**src/rtl/lsu_pkg.sv**
```systemverilog
// Shared definitions for the pipelined load/store unit.
// Holds size encodings, the pending-transaction entry layout and the
// byte-enable / alignment helpers used by the request and response paths.
package lsu_pkg;

  localparam logic [1:0] SZ_B = 2'b00;
  localparam logic [1:0] SZ_H = 2'b01;
  localparam logic [1:0] SZ_W = 2'b10;

  // Tag field is sized for the widest tag any instance may use; the top
  // zero-extends its TAG_W-bit tag into it (TAG_W must not exceed this).
  localparam int unsigned TAG_MAX_W = 16;

  typedef struct packed {
    logic                 we;
    logic [1:0]           size;
    logic                 uns;
    logic [1:0]           off;
    logic [TAG_MAX_W-1:0] tag;
  } pend_t;

  localparam int unsigned PEND_W = $bits(pend_t);

  function automatic logic [3:0] be_lookup(input logic [1:0] size, input logic [1:0] off);
    case (size)
      SZ_B:    be_lookup = 4'b0001 << off;
      SZ_H:    be_lookup = off[1] ? 4'b1100 : 4'b0011;
      SZ_W:    be_lookup = 4'b1111;
      default: be_lookup = 4'b0000;
    endcase
  endfunction

  // Reserved size 11 is reported as misaligned.
  function automatic logic misaligned(input logic [1:0] size, input logic [1:0] off);
    case (size)
      SZ_B:    misaligned = 1'b0;
      SZ_H:    misaligned = off[0];
      SZ_W:    misaligned = |off;
      default: misaligned = 1'b1;
    endcase
  endfunction

endpackage

```
**src/rtl/lsu_pending_fifo.sv**
```systemverilog
// Synchronous FIFO of pending-transaction entries; head is read combinationally.
// Ports: clk, reset (sync, active-high), push/wdata, pop, rdata (head),
//        count, full, empty. Pointers wrap modulo DEPTH (any DEPTH >= 1).
module lsu_pending_fifo
  import lsu_pkg::*;
#(
  parameter int unsigned DEPTH = 2,
  parameter int unsigned W     = PEND_W
) (
  input  logic                         clk,
  input  logic                         reset,
  input  logic                         push,
  input  logic                         pop,
  input  logic [W-1:0]                 wdata,
  output logic [W-1:0]                 rdata,
  output logic [$clog2(DEPTH+1)-1:0]   count,
  output logic                         full,
  output logic                         empty
);

  localparam int unsigned PTR_W = (DEPTH > 1) ? $clog2(DEPTH) : 1;
  localparam int unsigned CNT_W = $clog2(DEPTH+1);

  logic [W-1:0]     mem [DEPTH];
  logic [PTR_W-1:0] wr_ptr;
  logic [PTR_W-1:0] rd_ptr;

  function automatic logic [PTR_W-1:0] ptr_next(input logic [PTR_W-1:0] p);
    ptr_next = (p == PTR_W'(DEPTH-1)) ? '0 : p + PTR_W'(1);
  endfunction

  always_ff @(posedge clk) begin
    if (push) mem[wr_ptr] <= wdata;
  end

  always_ff @(posedge clk) begin
    if (reset) begin
      wr_ptr <= '0;
      rd_ptr <= '0;
      count  <= '0;
    end else begin
      if (push) wr_ptr <= ptr_next(wr_ptr);
      if (pop)  rd_ptr <= ptr_next(rd_ptr);
      case ({push, pop})
        2'b10:   count <= count + CNT_W'(1);
        2'b01:   count <= count - CNT_W'(1);
        default: count <= count;
      endcase
    end
  end

  assign rdata = mem[rd_ptr];
  assign full  = (count == CNT_W'(DEPTH));
  assign empty = (count == '0);

endmodule

```
**src/rtl/lsu_obi_pipelined.sv**
```systemverilog
// Pipelined load/store unit between EXEC/MEM and an OBI data port (req/gnt/rvalid).
// Ports: req_* from EXEC (valid/ready), rsp_* in-order tagged responses, data_* OBI
//        master, busy/in_range/final_value status. Optional macro LSU_FINAL_VALUE_EN
//        builds a shadow of the word at PERIPH_START on final_value_o.
module lsu_obi_pipelined
  import lsu_pkg::*;
#(
  parameter int unsigned MAX_OUTSTANDING = 2,
  parameter int unsigned TAG_W           = 5,
  parameter logic [31:0] PERIPH_START    = 32'h0000_2600,
  parameter logic [31:0] PERIPH_END      = 32'h0000_2800
) (
  input  logic             clk,
  input  logic             reset,
  input  logic             req_valid_i,
  output logic             req_ready_o,
  input  logic             req_we_i,
  input  logic [1:0]       req_size_i,
  input  logic             req_unsigned_i,
  input  logic [31:0]      req_addr_i,
  input  logic [31:0]      req_wdata_i,
  input  logic [TAG_W-1:0] req_tag_i,
  output logic             rsp_valid_o,
  output logic             rsp_we_o,
  output logic             rsp_err_o,
  output logic [TAG_W-1:0] rsp_tag_o,
  output logic [31:0]      rsp_rdata_o,
  output logic             busy_o,
  output logic             in_range_peripheral_o,
  output logic [31:0]      final_value_o,
  output logic             data_req_o,
  output logic [31:0]      data_addr_o,
  output logic             data_we_o,
  output logic [3:0]       data_be_o,
  output logic [31:0]      data_wdata_o,
  input  logic             data_gnt_i,
  input  logic             data_rvalid_i,
  input  logic [31:0]      data_rdata_i
);

  localparam int unsigned CNT_W = $clog2(MAX_OUTSTANDING+1);

  logic [1:0]       off;
  logic             mis;
  logic [3:0]       be;
  logic [31:0]      wdata_lanes;
  logic             push;
  logic             pop;
  logic             mis_accept;
  logic             pend_full;
  logic             pend_empty;
  logic [CNT_W-1:0] pend_count;
  pend_t            push_ent;
  pend_t            head;
  logic             err_q;
  logic             err_we_q;
  logic [TAG_W-1:0] err_tag_q;
  logic [31:0]      lane;
  logic [31:0]      ld_data;

  assign off = req_addr_i[1:0];
  assign mis = misaligned(req_size_i, off);
  assign be  = be_lookup(req_size_i, off);

  // Replicating the low bytes across the word puts them in every lane the
  // byte enables can select.
  always_comb begin
    case (req_size_i)
      SZ_B:    wdata_lanes = {4{req_wdata_i[7:0]}};
      SZ_H:    wdata_lanes = {2{req_wdata_i[15:0]}};
      default: wdata_lanes = req_wdata_i;
    endcase
  end

  // Full blocks new requests even when an rvalid frees a slot this cycle.
  assign data_req_o   = ~reset & req_valid_i & ~mis & ~pend_full;
  assign push         = data_req_o & data_gnt_i;
  assign mis_accept   = ~reset & req_valid_i & mis & (pend_count == '0) & ~err_q;
  assign req_ready_o  = push | mis_accept;
  assign pop          = ~reset & data_rvalid_i & ~pend_empty;

  assign data_addr_o  = data_req_o ? {req_addr_i[31:2], 2'b00} : '0;
  assign data_we_o    = data_req_o & req_we_i;
  assign data_be_o    = data_req_o ? be : '0;
  assign data_wdata_o = data_req_o ? wdata_lanes : '0;

  always_comb begin
    push_ent      = '0;
    push_ent.we   = req_we_i;
    push_ent.size = req_size_i;
    push_ent.uns  = req_unsigned_i;
    push_ent.off  = off;
    push_ent.tag  = TAG_MAX_W'(req_tag_i);
  end

  lsu_pending_fifo #(
    .DEPTH (MAX_OUTSTANDING),
    .W     (PEND_W)
  ) u_pending (
    .clk   (clk),
    .reset (reset),
    .push  (push),
    .pop   (pop),
    .wdata (push_ent),
    .rdata (head),
    .count (pend_count),
    .full  (pend_full),
    .empty (pend_empty)
  );

  // Misaligned requests never touch memory; their error response is
  // presented one cycle after acceptance.
  always_ff @(posedge clk) begin
    if (reset) begin
      err_q     <= 1'b0;
      err_we_q  <= 1'b0;
      err_tag_q <= '0;
    end else begin
      err_q <= mis_accept;
      if (mis_accept) begin
        err_we_q  <= req_we_i;
        err_tag_q <= req_tag_i;
      end
    end
  end

  always_comb begin
    lane = data_rdata_i >> {head.off, 3'b000};
    case (head.size)
      SZ_B:    ld_data = head.uns ? {24'b0, lane[7:0]}  : {{24{lane[7]}}, lane[7:0]};
      SZ_H:    ld_data = head.uns ? {16'b0, lane[15:0]} : {{16{lane[15]}}, lane[15:0]};
      default: ld_data = lane;
    endcase
  end

  // A memory pop and an error response cannot coincide: errors are only
  // accepted with an empty queue.
  assign rsp_valid_o = pop | (~reset & err_q);
  assign rsp_err_o   = ~reset & err_q;
  assign rsp_we_o    = pop ? head.we : (~reset & err_q & err_we_q);
  assign rsp_tag_o   = pop ? TAG_W'(head.tag) : ((~reset & err_q) ? err_tag_q : '0);
  assign rsp_rdata_o = (pop & ~head.we) ? ld_data : '0;
  assign busy_o      = ~reset & (~pend_empty | err_q);

  assign in_range_peripheral_o = (req_addr_i >= PERIPH_START) && (req_addr_i < PERIPH_END);

`ifdef LSU_FINAL_VALUE_EN
  logic [31:0] final_q;

  always_ff @(posedge clk) begin
    if (reset) begin
      final_q <= '0;
    end else if (push && req_we_i && (req_addr_i[31:2] == PERIPH_START[31:2])) begin
      for (int i = 0; i < 4; i++) begin
        if (be[i]) final_q[8*i +: 8] <= wdata_lanes[8*i +: 8];
      end
    end
  end

  assign final_value_o = reset ? '0 : final_q;
`else
  assign final_value_o = '0;
`endif

endmodule

```
**config.mk**
```make
export PLATFORM = sky130hd
export DESIGN_NAME = lsu_obi_pipelined
export DESIGN_NICKNAME = d
export VERILOG_FILES = /design/src/rtl/lsu_pkg.sv /design/src/rtl/lsu_pending_fifo.sv /design/src/rtl/lsu_obi_pipelined.sv
export SDC_FILE = /design/constraint.sdc
export NUM_CORES = 1
export LEC_CHECK = 0
export BUFFER_PORTS_ARGS = -buffer_cell sky130_fd_sc_hd__buf_2
export CAP_MARGIN = 20
export CORE_UTILIZATION = 30
export DETAILED_ROUTE_END_ITERATION = 6
export PLACE_DENSITY = 0.7
export SYNTH_ARGS = -nofsm -noshare
export SYNTH_HDL_FRONTEND = slang
export SYNTH_SLANG_ARGS = --single-unit
```
**constraint.sdc**
```tcl
create_clock -name clk -period 2.01 [get_ports clk]
set_input_delay 0.201 -clock clk [delete_from_list [all_inputs] [get_ports clk]]
set_output_delay 0.201 -clock clk [all_outputs]
set_load 0.05 [all_outputs]
```
==> results of run 1 <==
==> cell families (layout without fill, tap and decap cells) <==
group	count (synthesis)	in the layout	synth area share
simple gates	163	163	0.256
compound gates	90	90	0.176
buf+inv	66	311	0.126
mux	46	46	0.145
flops	34	34	0.281
xor+xnor	4	4	0.0109
fa+ha+maj	1	1	0.00390
other cells	1	34	0.00117
==> flip-flops by register name, indices dropped and copies added, names as in the netlist, named ones only <==
name              flops
err_tag_q             5
u_pending.rd_ptr      1
err_q                 1
u_pending.count       2
u_pending.wr_ptr      1
err_we_q              1
u_pending.mem        22
==> critical path, cell delays in order (launching register included) <==
cell	delay [ps]
edfxtp_1	410
or3b_1	420
a211oi_2	290
buf_4	180
a32o_2	360
a21o_2	160
buf_6	150
==> metal layers <==
layer	GRT usage	vias to the layer above	wire, µm
met2	0.476	201	7520
met4	0.0714	0	390
met3	0.0322	32	725
met5	0	-	0
li1	-	1899	-
met1	0.234	1860	4730
==> area by class of cell <==
cell class / count / area [µm²] / area share
clock buffers: 5 / 68.8 / 0.0117
clock inverters: 3 / 63.8 / 0.0109
inverters: 8 / 30.0 / 0.00512
multi-input cells: 338 / 2540 / 0.434
flip-flops and latches: 34 / 906 / 0.154
well taps: 136 / 170 / 0.0290
repair buffers: 295 / 2080 / 0.355
==> cells in the mapped netlist, drive strengths merged, types with 8 or more instances <==
master | count | area [µm²]
a211oi | 9 | 72.6
a21o | 8 | 60.1
a21oi | 31 | 159
and2 | 41 | 257
and3 | 8 | 50.1
buf | 45 | 327
clkbuf | 13 | 48.8
dfxtp | 12 | 240
edfxtp | 22 | 661
inv | 8 | 30.0
mux2i | 45 | 454
nand2 | 42 | 165
nor2 | 43 | 161
o21ai | 26 | 134
o2bb2ai | 8 | 70.1
==> stage by stage <==
stage	instance area (µm²)	TNS, ps	hold WS (ps)	utilization
2_1_floorplan	3610	-2230	270	-
3_3_place_gp	5000	-5160	408	0.484
3_5_place_dp	5000	-7150	408	0.484
4_1_cts	5730	-8530	116	0.555
5_1_grt	5870	-14040	112	0.568
6_report	5870	-11240	121	0.568
==> cells in the final DEF, fill, tap and decap left out, types with 7 or more instances in the layout <==
master / netlist / final
nand2_1: 41 / 34
a21oi_1: 30 / 20
o2bb2ai_1: 8 / 7
a211oi_4: 0 / 8
buf_2: 6 / 183
buf_4: 34 / 52
dfxtp_1: 12 / 10
conb_1: 1 / 34
a21oi_4: 0 / 8
buf_12: 0 / 9
nor2_1: 43 / 42
and2_1: 41 / 40
inv_1: 7 / 7
mux2i_1: 44 / 38
edfxtp_1: 22 / 22
o21ai_0: 25 / 11
buf_6: 3 / 42
==> where the power goes <==
part           internal [mW]  switching [mW]
clock network          0.491           0.235
logic                  0.338           0.643
registers              0.758          0.0105
==> worst max path at each step <==
stage                                         from              end
floorplan                                flip-flop  rsp_rdata_o[16]
global placement                         flip-flop  rsp_rdata_o[23]
detailed placement                       flip-flop  rsp_rdata_o[16]
CTS                  u_pending.mem[1][5]$_DFFE_PP_  rsp_rdata_o[30]
global route         u_pending.mem[1][5]$_DFFE_PP_  rsp_rdata_o[28]
finish              u_pending.mem[1][10]$_DFFE_PP_  rsp_rdata_o[28]
==> what timing repair did <==
item / in CTS / in global routing
setup endpoints to repair: 33 / 73
pin swaps: 19 / 5
buffers inserted: 18 / 3
gates cloned: 1 / 0
hold buffers: 0 / 0
gates resized for setup: 116 / 25
==> results.py, run 1 <==
metrics = {
    "pwr": {
        "power.density_mw_per_mm2": 422,
        "max-vdd-ir-drop_mv": 0.288,
        "leakage_nw": 2.85,
        "finalPower_mw": 2.47,
    },
    "clocking": {
        "htree_levels": 2,
        "clkSlewWorstSetupHoldPaths_ps": 70,
        "cts_tree": "built",
        "clock_latency_ps": 280,
        "root_buffer": "clkbuf_8",
        "clock_sinks": 34,
        "numCtsBuffers": 5,
        "cts_buffer_depth": 2,
    },
    "layout": {
        "area_delta_synth_final_pct": 82.9,
        "instances_no_fill": 819,
        "diodes": 0,
        "fin_nets": 793,
        "n_fill_cell": 878,
        "drive_above_1_share": 0.559,
    },
    "route": {
        "drt_wl_total_um": 13400,
        "final_antenna_net_count": 0,
        "drc_errors": 0,
        "drt_iter0_markers": 204,
        "num_vias": 3992,
        "wl_per_cell_um": 16.3,
        "dr.pass1.iters": 4,
        "vias_per_cell": 4.87,
    },
    "synthesis": {
        "ys_types": 47,
        "ys_seq_area_frac": 0.281,
        "synthArstFlopShare": 0,
        "synth_area_per_cell_um2": 7.92,
        "synth-edff-count": 22,
        "ys_ff_latch": 34,
        "syn-cell-area_mm2": 0.00321,
        "syn_inst": 405,
        "ys.flop_type": "edfxtp_1",
        "yosysWarnings": 0,
    },
    "setup_path": {
        "worstSetupPathType": "reg -> out",
        "reg2reg_from": "u_pending.count[1]$_SDFFE_PP0P_",
        "r2r_cells": 8,
        "r2r_slack_ps": 260,
        "critical_path.max_fanout": 8,
        "startpoint_type": "flip-flop",
        "required_ps": 1810,
        "arrival_ps": 2250,
        "r2r_end": "u_pending.count[1]$_SDFFE_PP0P_",
        "crit_path_end_kind": "output port",
    },
    "floorplan": {
        "rows": 37,
        "core_mm2": 0.0103,
        "io_pins": 255,
        "start_util": 0.311,
        "dieArea_mm2": 0.0111,
        "dieWidth_um": 105,
        "die_h_um": 105,
    },
    "placed_design": {
        "gp_congestion": 0.914,
        "dp.cells": 792,
        "dp_slack_ps": -353,
        "hpwl_um": 9940,
        "io_buffers": 220,
    },
    "status": {
        "status": "finished, violations left",
        "violations": "setup timing",
    },
    "global_routing": {
        "grt_pass1_wl_um": 20400,
        "antenna_found_initial": 0,
        "grt_pass1_vias": 3996,
        "grt_max_degree": 41,
        "gr-usage-all-layers": 0.231,
        "grt_overflow": 0,
    },
    "run": {
        "cap_violations": 0,
    },
    "timing": {
        "finalSetupViolCount": 32,
        "min_period_ps": 2450,
        "rsz0062_at_grt": "true",
        "skew_ps": 10.2,
        "post-route-period-util": 1.22,
        "maxSlewViolCount": 0,
        "fmax_mhz": 408,
        "hold_viol": 0,
        "finalWorstSetupSlack_ps": -442,
    },
    "min_path": {
        "min_to": "u_pending.mem[1][1]$_DFFE_PP_",
        "hold_depth": 1,
        "hold_path.class": "in -> reg",
        "worstHoldStart": "req_tag_i[1]",
    },
}
Note: power is estimated with default switching activity, not from simulation.
==> run 2: changes to the inputs <==
--- a/config.mk
+++ b/config.mk
@@ -9,7 +9,7 @@
 export CAP_MARGIN = 20
 export CORE_UTILIZATION = 30
 export DETAILED_ROUTE_END_ITERATION = 6
-export PLACE_DENSITY = 0.7
+export PLACE_DENSITY = 0.61
 export SYNTH_ARGS = -nofsm -noshare
 export SYNTH_HDL_FRONTEND = slang
 export SYNTH_SLANG_ARGS = --single-unit
==> run 2 against run 1 <==
  * The run still ends with setup timing left
  * Fmax rose by 4.7%
  * Routed wire length fell by 7.3%
  * Core utilization fell by 3.0 points
  * First-iteration DRC count fell by 34%
  * Combinational power fell by 6.1%
  * Clock power fell by 36%
  * Clock-buffer cell count rose by 1
  * Largest cell class unchanged
  * Highest routed layer unchanged
==> results.py, run 2 (same netlist as run 1, synthesis figures left out) <==
metrics = {
    "timing": {
        "fmax_mhz": 427,
        "skew_ps": 7.93,
        "rsz0062_at_grt": "true",
        "maxSlewViolCount": 0,
        "finalSetupViolCount": 32,
        "finalWorstSetupSlack_ps": -333,
        "min_period_ps": 2340,
        "hold-worst-slack_ps": 121,
        "hold_viol": 0,
        "post-route-period-util": 1.17,
    },
    "pwr": {
        "seqPwrFrac": 0.357,
        "p_switching_mw": 0.854,
        "power.density_mw_per_mm2": 388,
        "power.internal_mw": 1.30,
        "max-vdd-ir-drop_mv": 0.251,
        "leakage_nw": 2.76,
        "p_clk_frac": 0.215,
        "comb_power_share": 0.428,
        "switching_share": 0.397,
    },
    "setup_path": {
        "required_ps": 1810,
        "crit_path_end_kind": "output port",
        "cp_slowest_stage_delay_ps": 410,
        "arrival_ps": 2140,
        "startpoint_type": "flip-flop",
        "crit_family": "compound AO/OA/AOI/OAI gates",
        "critical_path.max_fanout": 8,
        "cp_common_cell": "buf_6",
        "crit_path_top_delay_cell": "edfxtp_1",
        "worstSetupPathType": "reg -> out",
        "worstPathCellList": "buf_6 > mux2i_4 > mux2i_2 > o22ai_2 > a32o_2 > a21o_2 > buf_6",
        "worst-path-buf-inv": 2,
    },
    "route": {
        "drc_errors": 0,
        "vias_per_cell": 4.73,
        "wl_per_cell_um": 15.3,
        "dr.pass1.iters": 4,
        "drt_wl_total_um": 12400,
        "drt_iter0_markers": 134,
        "final_antenna_net_count": 0,
        "num_vias": 3840,
    },
    "clocking": {
        "clock_latency_ps": 280,
        "numCtsBuffers": 5,
        "hold_buffers": 0,
        "cts_tree": "built",
        "root_buffer": "clkbuf_8",
        "htree_levels": 2,
        "clkSlewWorstSetupHoldPaths_ps": 60,
        "clock_sinks": 34,
        "cts_buffer_depth": 2,
    },
    "floorplan": {
        "core_mm2": 0.0103,
        "start_util": 0.311,
        "io_pins": 255,
        "dieArea_mm2": 0.0111,
        "die_h_um": 105,
        "rows": 37,
        "dieWidth_um": 105,
    },
    "layout": {
        "drive_above_1_share": 0.533,
        "area_delta_synth_final_pct": 73.2,
        "fin_nets": 786,
        "design_area_mm2": 0.00555,
        "final_cell_mix": "buf_2, buf_4, nor2_1, mux2i_1, and2_1",
        "diodes": 0,
        "final_common_cell": "buf_2",
        "biggestRegsByFlops": "u_pending.mem x22, err_tag_q x5, u_pending.count x2",
        "top_register": "u_pending.mem",
        "n_fill_cell": 975,
        "largest_register_ffs": 22,
    },
    "placed_design": {
        "io_buffers": 220,
        "dpl-instance-area_mm2": 0.00501,
        "dp_slack_ps": -390,
        "hpwl_um": 9800,
        "gp_congestion": 0.903,
    },
    "global_routing": {
        "grt_max_degree": 39,
        "gr-usage-all-layers": 0.210,
        "grt_pass1_vias": 3796,
        "grt_pass1_wl_um": 18500,
        "antenna_found_initial": 0,
        "grt_overflow": 0,
    },
    "status": {
        "status": "finished, violations left",
        "violations": "setup timing",
    },
    "min_path": {
        "hold_path.class": "in -> reg",
    },
    "run": {
        "cap_violations": 0,
    },
}
[run 2: cell count changes in the layout (fill, tap and decap cells not counted), sizes merged]
cell	previous run	this run
clkbuf	8	7
clkinv	1	2
bufinv	2	0
buf	292	287
[run 2: routing by layer]
layer | global-route usage | routed length [µm] | vias to the layer above
met5 | 0 | 0 | -
met4 | 0.0614 | 191 | 0
met3 | 0.0470 | 900 | 12
met2 | 0.411 | 6700 | 157
met1 | 0.220 | 4600 | 1788
li1 | - | - | 1883
[run 2: path summary, 6_finish.rpt]
kind	from	endpoint	slack [ps]	cells past startpoint
worst max-delay path	u_pending.mem[1][5]$_DFFE_PP_	rsp_rdata_o[27]	-330	7
worst min-delay path	req_unsigned_i	u_pending.mem[1][7]$_DFFE_PP_	120	1
worst max register to register	u_pending.count[1]$_SDFFE_PP0P_	u_pending.count[1]$_SDFFE_PP0P_	320	8
worst min register to register	err_tag_q[2]$_SDFFE_PP0P_	err_tag_q[2]$_SDFFE_PP0P_	500	2
[run 2: power by group through the flow]
stage	combinational [mW]	clock (mW)	sequential [mW]
finish	0.921	0.464	0.767
global route	0.978	0.503	0.769
CTS	0.901	0.480	0.767
detailed placement	0.870	0	0.783
global placement	0.863	0	0.782
floorplan	0.625	0	0.781
[run 2: cell type report]
cell class,instances,area (µm²),area share
sequential,34,905,0.163
timing repair buffer,288,1910,0.345
clock buffer,6,72.6,0.0131
clock inverter,2,10.0,0.00180
tap,136,170,0.0306
multi-input combinational,338,2450,0.441
inverter,8,30.0,0.00541
[run 2: repair_timing]
item	CTS	global route
resized for setup	91	8
setup endpoints to repair	32	33
pin swaps	8	2
cloned	0	1
buffers inserted	4	2
[run 2: stage by stage]
step	instances	TNS, ps	utilization	power (mW)
2_1_floorplan	438	-2230	-	1.41
3_3_place_gp	797	-4900	0.485	1.64
3_5_place_dp	797	-6920	0.485	1.65
4_1_cts	809	-7860	0.529	2.15
5_1_grt	812	-12000	0.538	2.25
6_report	812	-8820	0.538	2.15
